File: config.mk
export PLATFORM = sky130hd
export DESIGN_NAME = obstacle_scheduler
export DESIGN_NICKNAME = d
export VERILOG_FILES = /design/src/rtl/obstacle_scheduler.sv
export SDC_FILE = /design/constraint.sdc
export NUM_CORES = 1
export LEC_CHECK = 0
export BUFFER_PORTS_ARGS = -buffer_cell sky130_fd_sc_hd__buf_2
export CAP_MARGIN = 25
export CORE_ASPECT_RATIO = 1.75
export CORE_UTILIZATION = 55
export CTS_CLUSTER_SIZE = 30
export DETAILED_ROUTE_END_ITERATION = 10
export PLACE_DENSITY = 0.74
export SYNTH_ARGS = -nofsm -noshare
export SYNTH_HDL_FRONTEND = slang
export SYNTH_SLANG_ARGS = --single-unit
File: constraint.sdc
create_clock -name clk -period 3.5 [get_ports clk]
set_input_delay 0.35 -clock clk [delete_from_list [all_inputs] [get_ports clk]]
set_output_delay 0.35 -clock clk [all_outputs]
set_load 0.01 [all_outputs]
File: src/rtl/obstacle_scheduler.sv
// obstacle_scheduler: three-slot obstacle spawner and scroller for a side-scrolling game.
// Optional build macro: OBSTACLE_SPEEDUP_EN enables a difficulty ramp that shrinks the spawn gap.
//
// Parameters:
//   SPAWN_X    x position given to a newly spawned obstacle
//   MIN_GAP    base minimum number of scroll steps between spawns
//   GAP_FLOOR  smallest minimum gap the difficulty ramp can reach
//
// Ports:
//   clk             system clock, single domain
//   sys_rst         asynchronous active-high reset
//   game_rst        synchronous game restart pulse
//   start           level, leaves IDLE when high
//   halt            level, freezes scheduling while high
//   step            one-cycle pulse per scrolled pixel
//   rand_val        free-running random byte, sampled on spawn
//                   (named rand_val because "rand" is a reserved word)
//   obstacle_active per-slot valid bits
//   obstacle_type   per-slot type, 0 = ION crossing, 1 = UW emblem
//   obstacle_x      three packed 10-bit x positions, slot 0 in [9:0]
//   spawn_pulse     registered one-cycle pulse after every spawn

module obstacle_scheduler #(
    parameter logic [9:0] SPAWN_X   = 10'd639,
    parameter logic [9:0] MIN_GAP   = 10'd160,
    parameter logic [9:0] GAP_FLOOR = 10'd64
) (
    input  logic        clk,
    input  logic        sys_rst,
    input  logic        game_rst,
    input  logic        start,
    input  logic        halt,
    input  logic        step,
    input  logic [7:0]  rand_val,
    output logic [2:0]  obstacle_active,
    output logic [2:0]  obstacle_type,
    output logic [29:0] obstacle_x,
    output logic        spawn_pulse
);

    typedef enum logic [1:0] {
        IDLE   = 2'd0,
        RUN    = 2'd1,
        FROZEN = 2'd2
    } state_t;

    state_t           state;
    state_t           next_state;
    logic [2:0][9:0]  x_q;
    logic [9:0]       gap_cnt;
    logic [9:0]       cur_gap;
    logic [9:0]       reload;
    logic [2:0]       free_oh;
    logic             advance;
    logic             do_spawn;

    // FSM state register
    always_ff @(posedge clk or posedge sys_rst) begin
        if (sys_rst) begin
            state <= IDLE;
        end else if (game_rst) begin
            state <= IDLE;
        end else begin
            state <= next_state;
        end
    end

    // Next-state logic
    always_comb begin
        next_state = state;
        unique case (state)
            IDLE:    if (start) next_state = RUN;
            RUN:     if (halt)  next_state = FROZEN;
            FROZEN:  if (!halt) next_state = RUN;
            default: next_state = IDLE;
        endcase
    end

    // A step only counts while running and not being halted this very cycle,
    // so that a halt takes effect immediately rather than one step late.
    always_comb begin
        advance  = (state == RUN) && !halt && step;
        // lowest clear bit of the active mask; zero when all slots are busy
        free_oh  = ~obstacle_active & (obstacle_active + 3'd1);
        do_spawn = advance && (gap_cnt == 10'd0) && (free_oh != 3'd0);
        reload   = cur_gap + {3'b000, rand_val[7:1]};
    end

    // Slots, gap counter and spawn pulse
    always_ff @(posedge clk or posedge sys_rst) begin
        if (sys_rst) begin
            obstacle_active <= '0;
            obstacle_type   <= '0;
            x_q             <= '0;
            gap_cnt         <= MIN_GAP;
            spawn_pulse     <= 1'b0;
        end else if (game_rst) begin
            obstacle_active <= '0;
            obstacle_type   <= '0;
            x_q             <= '0;
            gap_cnt         <= MIN_GAP;
            spawn_pulse     <= 1'b0;
        end else begin
            spawn_pulse <= do_spawn;
            if (advance) begin
                for (int i = 0; i < 3; i++) begin
                    if (do_spawn && free_oh[i]) begin
                        obstacle_active[i] <= 1'b1;
                        obstacle_type[i]   <= rand_val[0];
                        x_q[i]             <= SPAWN_X;
                    end else if (obstacle_active[i]) begin
                        // reaching x==0 and stepping again retires the slot;
                        // x and type are left as they were
                        if (x_q[i] == 10'd0) begin
                            obstacle_active[i] <= 1'b0;
                        end else begin
                            x_q[i] <= x_q[i] - 10'd1;
                        end
                    end
                end
                if (do_spawn) begin
                    gap_cnt <= reload;
                end else if (gap_cnt != 10'd0) begin
                    gap_cnt <= gap_cnt - 10'd1;
                end
            end
        end
    end

`ifdef OBSTACLE_SPEEDUP_EN
    logic [3:0] spawn_cnt;

    // Every 16th spawn tightens the gap by 16, never below GAP_FLOOR.
    always_ff @(posedge clk or posedge sys_rst) begin
        if (sys_rst) begin
            spawn_cnt <= '0;
            cur_gap   <= MIN_GAP;
        end else if (game_rst) begin
            spawn_cnt <= '0;
            cur_gap   <= MIN_GAP;
        end else if (do_spawn) begin
            spawn_cnt <= spawn_cnt + 4'd1;
            if (spawn_cnt == 4'hf) begin
                if (cur_gap >= GAP_FLOOR + 10'd16) begin
                    cur_gap <= cur_gap - 10'd16;
                end else begin
                    cur_gap <= GAP_FLOOR;
                end
            end
        end
    end
`else
    assign cur_gap = MIN_GAP;
`endif

    assign obstacle_x = x_q;

endmodule

==> impl_metrics.json <==
{
  "met1_usage": 0.321,
  "dp_hpwl_um": 5300,
  "end_kind": "register",
  "synthArstFlopShare": 1.00,
  "grt_pass1_wl_um": 12500,
  "nets": 399,
  "max_freq_mhz": 404,
  "powerDensity_nw_per_um2": 297,
  "ios": 51,
  "routed_via_density": 6.21,
  "crit_path_max_incr_delay_ns": 0.68,
  "crit_family": "simple AND/OR/NAND/NOR gates",
  "rsz0062_at_grt": "no",
  "maxCapViolations": 0,
  "wl_per_cell_um": 16.2,
  "ant_nets": 0,
  "antenna_cells": 0,
  "core-area_um2": 5300,
  "clk_pin_slew_ns": 0.09,
  "cts_setup_buffers": 0,
  "gp_congestion": 0.931,
  "cts_buffer_depth": 2,
  "tightest_slew_ns": 0.761,
  "synth_cells": 332,
  "slew_violations": 0,
  "tns_ns": 0,
  "crit_fanout": 27,
  "power_mw": 1.02,
  "top_usage_layer": "met2",
  "groute.usage.overall": 0.274,
  "final.setup_skew_ns": 0.00717,
  "die_x_um": 58.2,
  "path_cells": "and4bb_2 -> nand4_1 -> nor2_2 -> a211oi_2 -> a221o_1",
  "htree_levels": 2,
  "cts_buffers": 5,
  "first_global_vias": 2750,
  "area_delta_synth_final_pct": 13.4,
  "fill_cells": 460,
  "crit_type": "register to register",
  "drcViolationCount": 0,
  "fin_crit_ns": 2.47,
  "start_kind": "register",
  "insertion_delay_ns": 0.31,
  "cts-resized-gates": 0,
  "drtPass1Iterations": 4,
  "post-place-ws_ns": 1.03,
  "status": "complete, no violations",
  "routed_wl_um": 7340,
  "syn-num-nets": 353,
  "path_buf_inv": 0,
  "drive_gt1_frac": 0.219,
  "netlist_area_um2": 3040,
  "ctsHoldBuffers": 0,
  "yosysUniqueCellTypes": 67,
  "hp-class": "primary input to asynchronous set/reset pin",
  "yosys_warnings": 0,
  "antenna_found_initial": 0,
  "setup-violations-final": 0,
  "dieArea_um2": 5840,
  "die_y_um": 100,
  "synth_edf_count": 0,
  "required_ns": 3.70,
  "critPathArrivalTime_ns": 2.67,
  "cts-root-buf": "clkbuf_8",
  "p_leak_nw": 1.61,
  "drt-initial-drc-count": 144,
  "reg2reg_slack_ns": 1.03,
  "use_met3": 0.0284,
  "cts_tree": "built",
  "syn_area_per_cell_um2": 9.16,
  "crit_slowest_cell": "and4bb_2",
  "initial_core_util": 0.574,
  "min_period_over_period": 0.707,
  "rows": 35,
  "port_buffers": 50,
  "relSlewSlack": 0.493,
  "grt_max_degree": 50,
  "layout_setup_ws_ns": 1.03,
  "grt_use_met2": 0.493,
  "ir_drop_mv": 0.266,
  "synth_ff_type": "dfrtp_1",
  "ys_ff_latch": 49,
  "cts.sinks": 49,
  "synth-seq-area-share": 0.404,
  "final_hold_viol_count": 0,
  "grt.overflow.total": 0,
  "via_count": 2814
}
==> stage by stage <==
| step | utilization | instance area, um2 | cells | hold slack [ns] |
|---|---|---|---|---|
| final | 0.651 | 3450 | 453 | 0.0926 |
| after global routing | 0.651 | 3450 | 453 | 0.146 |
| after CTS | 0.645 | 3420 | 452 | 0.304 |
| after detailed placement | 0.629 | 3330 | 444 | 0.476 |
| after global placement | 0.629 | 3330 | 444 | 0.474 |
| after floorplan | - | 3040 | 332 | 0.457 |
==> power by group <==
group          internal [mW]  leakage (nW)  switching (mW)
Combinational         0.0384         0.895          0.0629
Clock                  0.141        0.0374           0.200
Sequential             0.574         0.675         0.00806
==> sequential cells by signal (all words and copies together) (netlist names) <==
register and cells:
gap_cnt 10, obstacle_active 3, obstacle_type 3, obstacle_x 30, spawn_pulse 1, state 2
==> final cells by class <==
| class | instances | area, um2 | share of cell area |
|---|---|---|---|
| multi-input combinational | 252 | 1680 | 0.488 |
| sequential | 49 | 1230 | 0.356 |
| timing repair buffer | 53 | 293 | 0.0849 |
| tap | 74 | 92.6 | 0.0269 |
| clock buffer | 6 | 72.6 | 0.0211 |
| inverter | 17 | 63.8 | 0.0185 |
| clock inverter | 2 | 15.0 | 0.00436 |
==> cell usage in the layout, fill, tap and decap left out, drive strengths merged, types with 3 or more instances in the layout <==
cell | synthesis | routed
clkbuf | 5 | 6
o31ai | 6 | 6
a211oi | 4 | 4
a221o | 4 | 4
a31oi | 5 | 5
nor3b | 4 | 4
buf | 9 | 53
nand2b | 6 | 6
o22a | 3 | 3
inv | 17 | 17
xor2 | 4 | 4
or3 | 6 | 6
mux2i | 4 | 4
a22o | 6 | 6
o22ai | 5 | 5
nand3 | 5 | 5
ha | 7 | 7
and3 | 5 | 5
a21o | 7 | 7
or4 | 5 | 5
or4b | 3 | 3
nand2 | 20 | 20
a21oi | 29 | 29
o2bb2ai | 4 | 4
nand4 | 6 | 6
o21ai | 21 | 21
a21boi | 3 | 3
or2 | 4 | 4
nor3 | 23 | 23
nor4 | 7 | 7
nor2 | 22 | 22
dfrtp | 47 | 47
==> Yosys cell counts (2+ instances only) <==
| library cell | instances | area share |
|---|---|---|
| ha_1 | 7 | 0.029 |
| xnor2_1 | 2 | 0.0058 |
| and3_1 | 5 | 0.010 |
| o21ai_0 | 18 | 0.030 |
| xor2_1 | 4 | 0.012 |
| a311oi_1 | 2 | 0.0058 |
| nand2_1 | 20 | 0.025 |
| nand3_1 | 5 | 0.0082 |
| mux2i_1 | 4 | 0.013 |
| o21a_1 | 2 | 0.0049 |
| nor3_1 | 22 | 0.036 |
| clkbuf_1 | 5 | 0.0062 |
| nand4_1 | 6 | 0.012 |
| nor3b_1 | 3 | 0.0074 |
| nor2_2 | 2 | 0.0041 |
| a221o_1 | 4 | 0.013 |
| or4_1 | 5 | 0.012 |
| nor2_1 | 20 | 0.025 |
| buf_4 | 2 | 0.0049 |
| a21boi_0 | 3 | 0.0074 |
| nor4_1 | 6 | 0.012 |
| a31oi_1 | 5 | 0.010 |
| o22ai_1 | 5 | 0.010 |
| o2bb2ai_1 | 4 | 0.012 |
| dfrtp_1 | 47 | 0.39 |
| o31ai_1 | 4 | 0.0099 |
| buf_2 | 5 | 0.0082 |
| o21ai_1 | 2 | 0.0033 |
| or4b_4 | 2 | 0.0091 |
| or2_2 | 3 | 0.0062 |
| a21oi_1 | 28 | 0.046 |
| a22o_1 | 6 | 0.017 |
| o311ai_1 | 2 | 0.0058 |
| and4_1 | 2 | 0.0058 |
| inv_1 | 16 | 0.020 |
| nand2b_1 | 6 | 0.012 |
| o22a_1 | 3 | 0.0086 |
| o211ai_1 | 2 | 0.0049 |
| dfstp_2 | 2 | 0.017 |
| a21o_1 | 7 | 0.017 |
| buf_1 | 2 | 0.0025 |
| or3_1 | 6 | 0.012 |
| a211oi_1 | 2 | 0.0049 |
==> path summary, 6_finish.rpt <==
path / start / endpoint / depth (start not counted)
min reg2reg: gap_cnt[4]$_DFFE_PP0P_ / gap_cnt[4]$_DFFE_PP0P_ / 1
min: sys_rst / gap_cnt[8]$_DFFE_PP0P_ / 2
min in group clk: rand_val[0] / obstacle_type[1]$_DFFE_PP0P_ / 3
max reg2reg: state[1]$_DFFE_PP0P_ / obstacle_x[12]$_DFFE_PP0P_ / 5
max in group asynchronous: sys_rst / obstacle_x[3]$_DFFE_PP0P_ / 3
max: state[1]$_DFFE_PP0P_ / obstacle_x[12]$_DFFE_PP0P_ / 5
==> layer usage <==
layer  up-vias  share of wire
met5         -              0
met2        59           0.53
met3        12          0.024
li1       1364              -
met1      1379           0.42
met4         0          0.020
==> cell families (layout without fill, tap and decap cells) <==
logic type / count (synthesis) / in the layout / share of synthesized area
buffers and inverters: 31 / 78 / 0.0428
and+or+nand+nor: 123 / 123 / 0.231
AOI/OAI and AO/OA: 112 / 112 / 0.263
DFF: 49 / 49 / 0.404
adders and majority gates: 7 / 7 / 0.0288
muxes: 4 / 4 / 0.0132
xor gates and xnor gates: 6 / 6 / 0.0173
No activity file was read; power rests on OpenSTA's default activity.
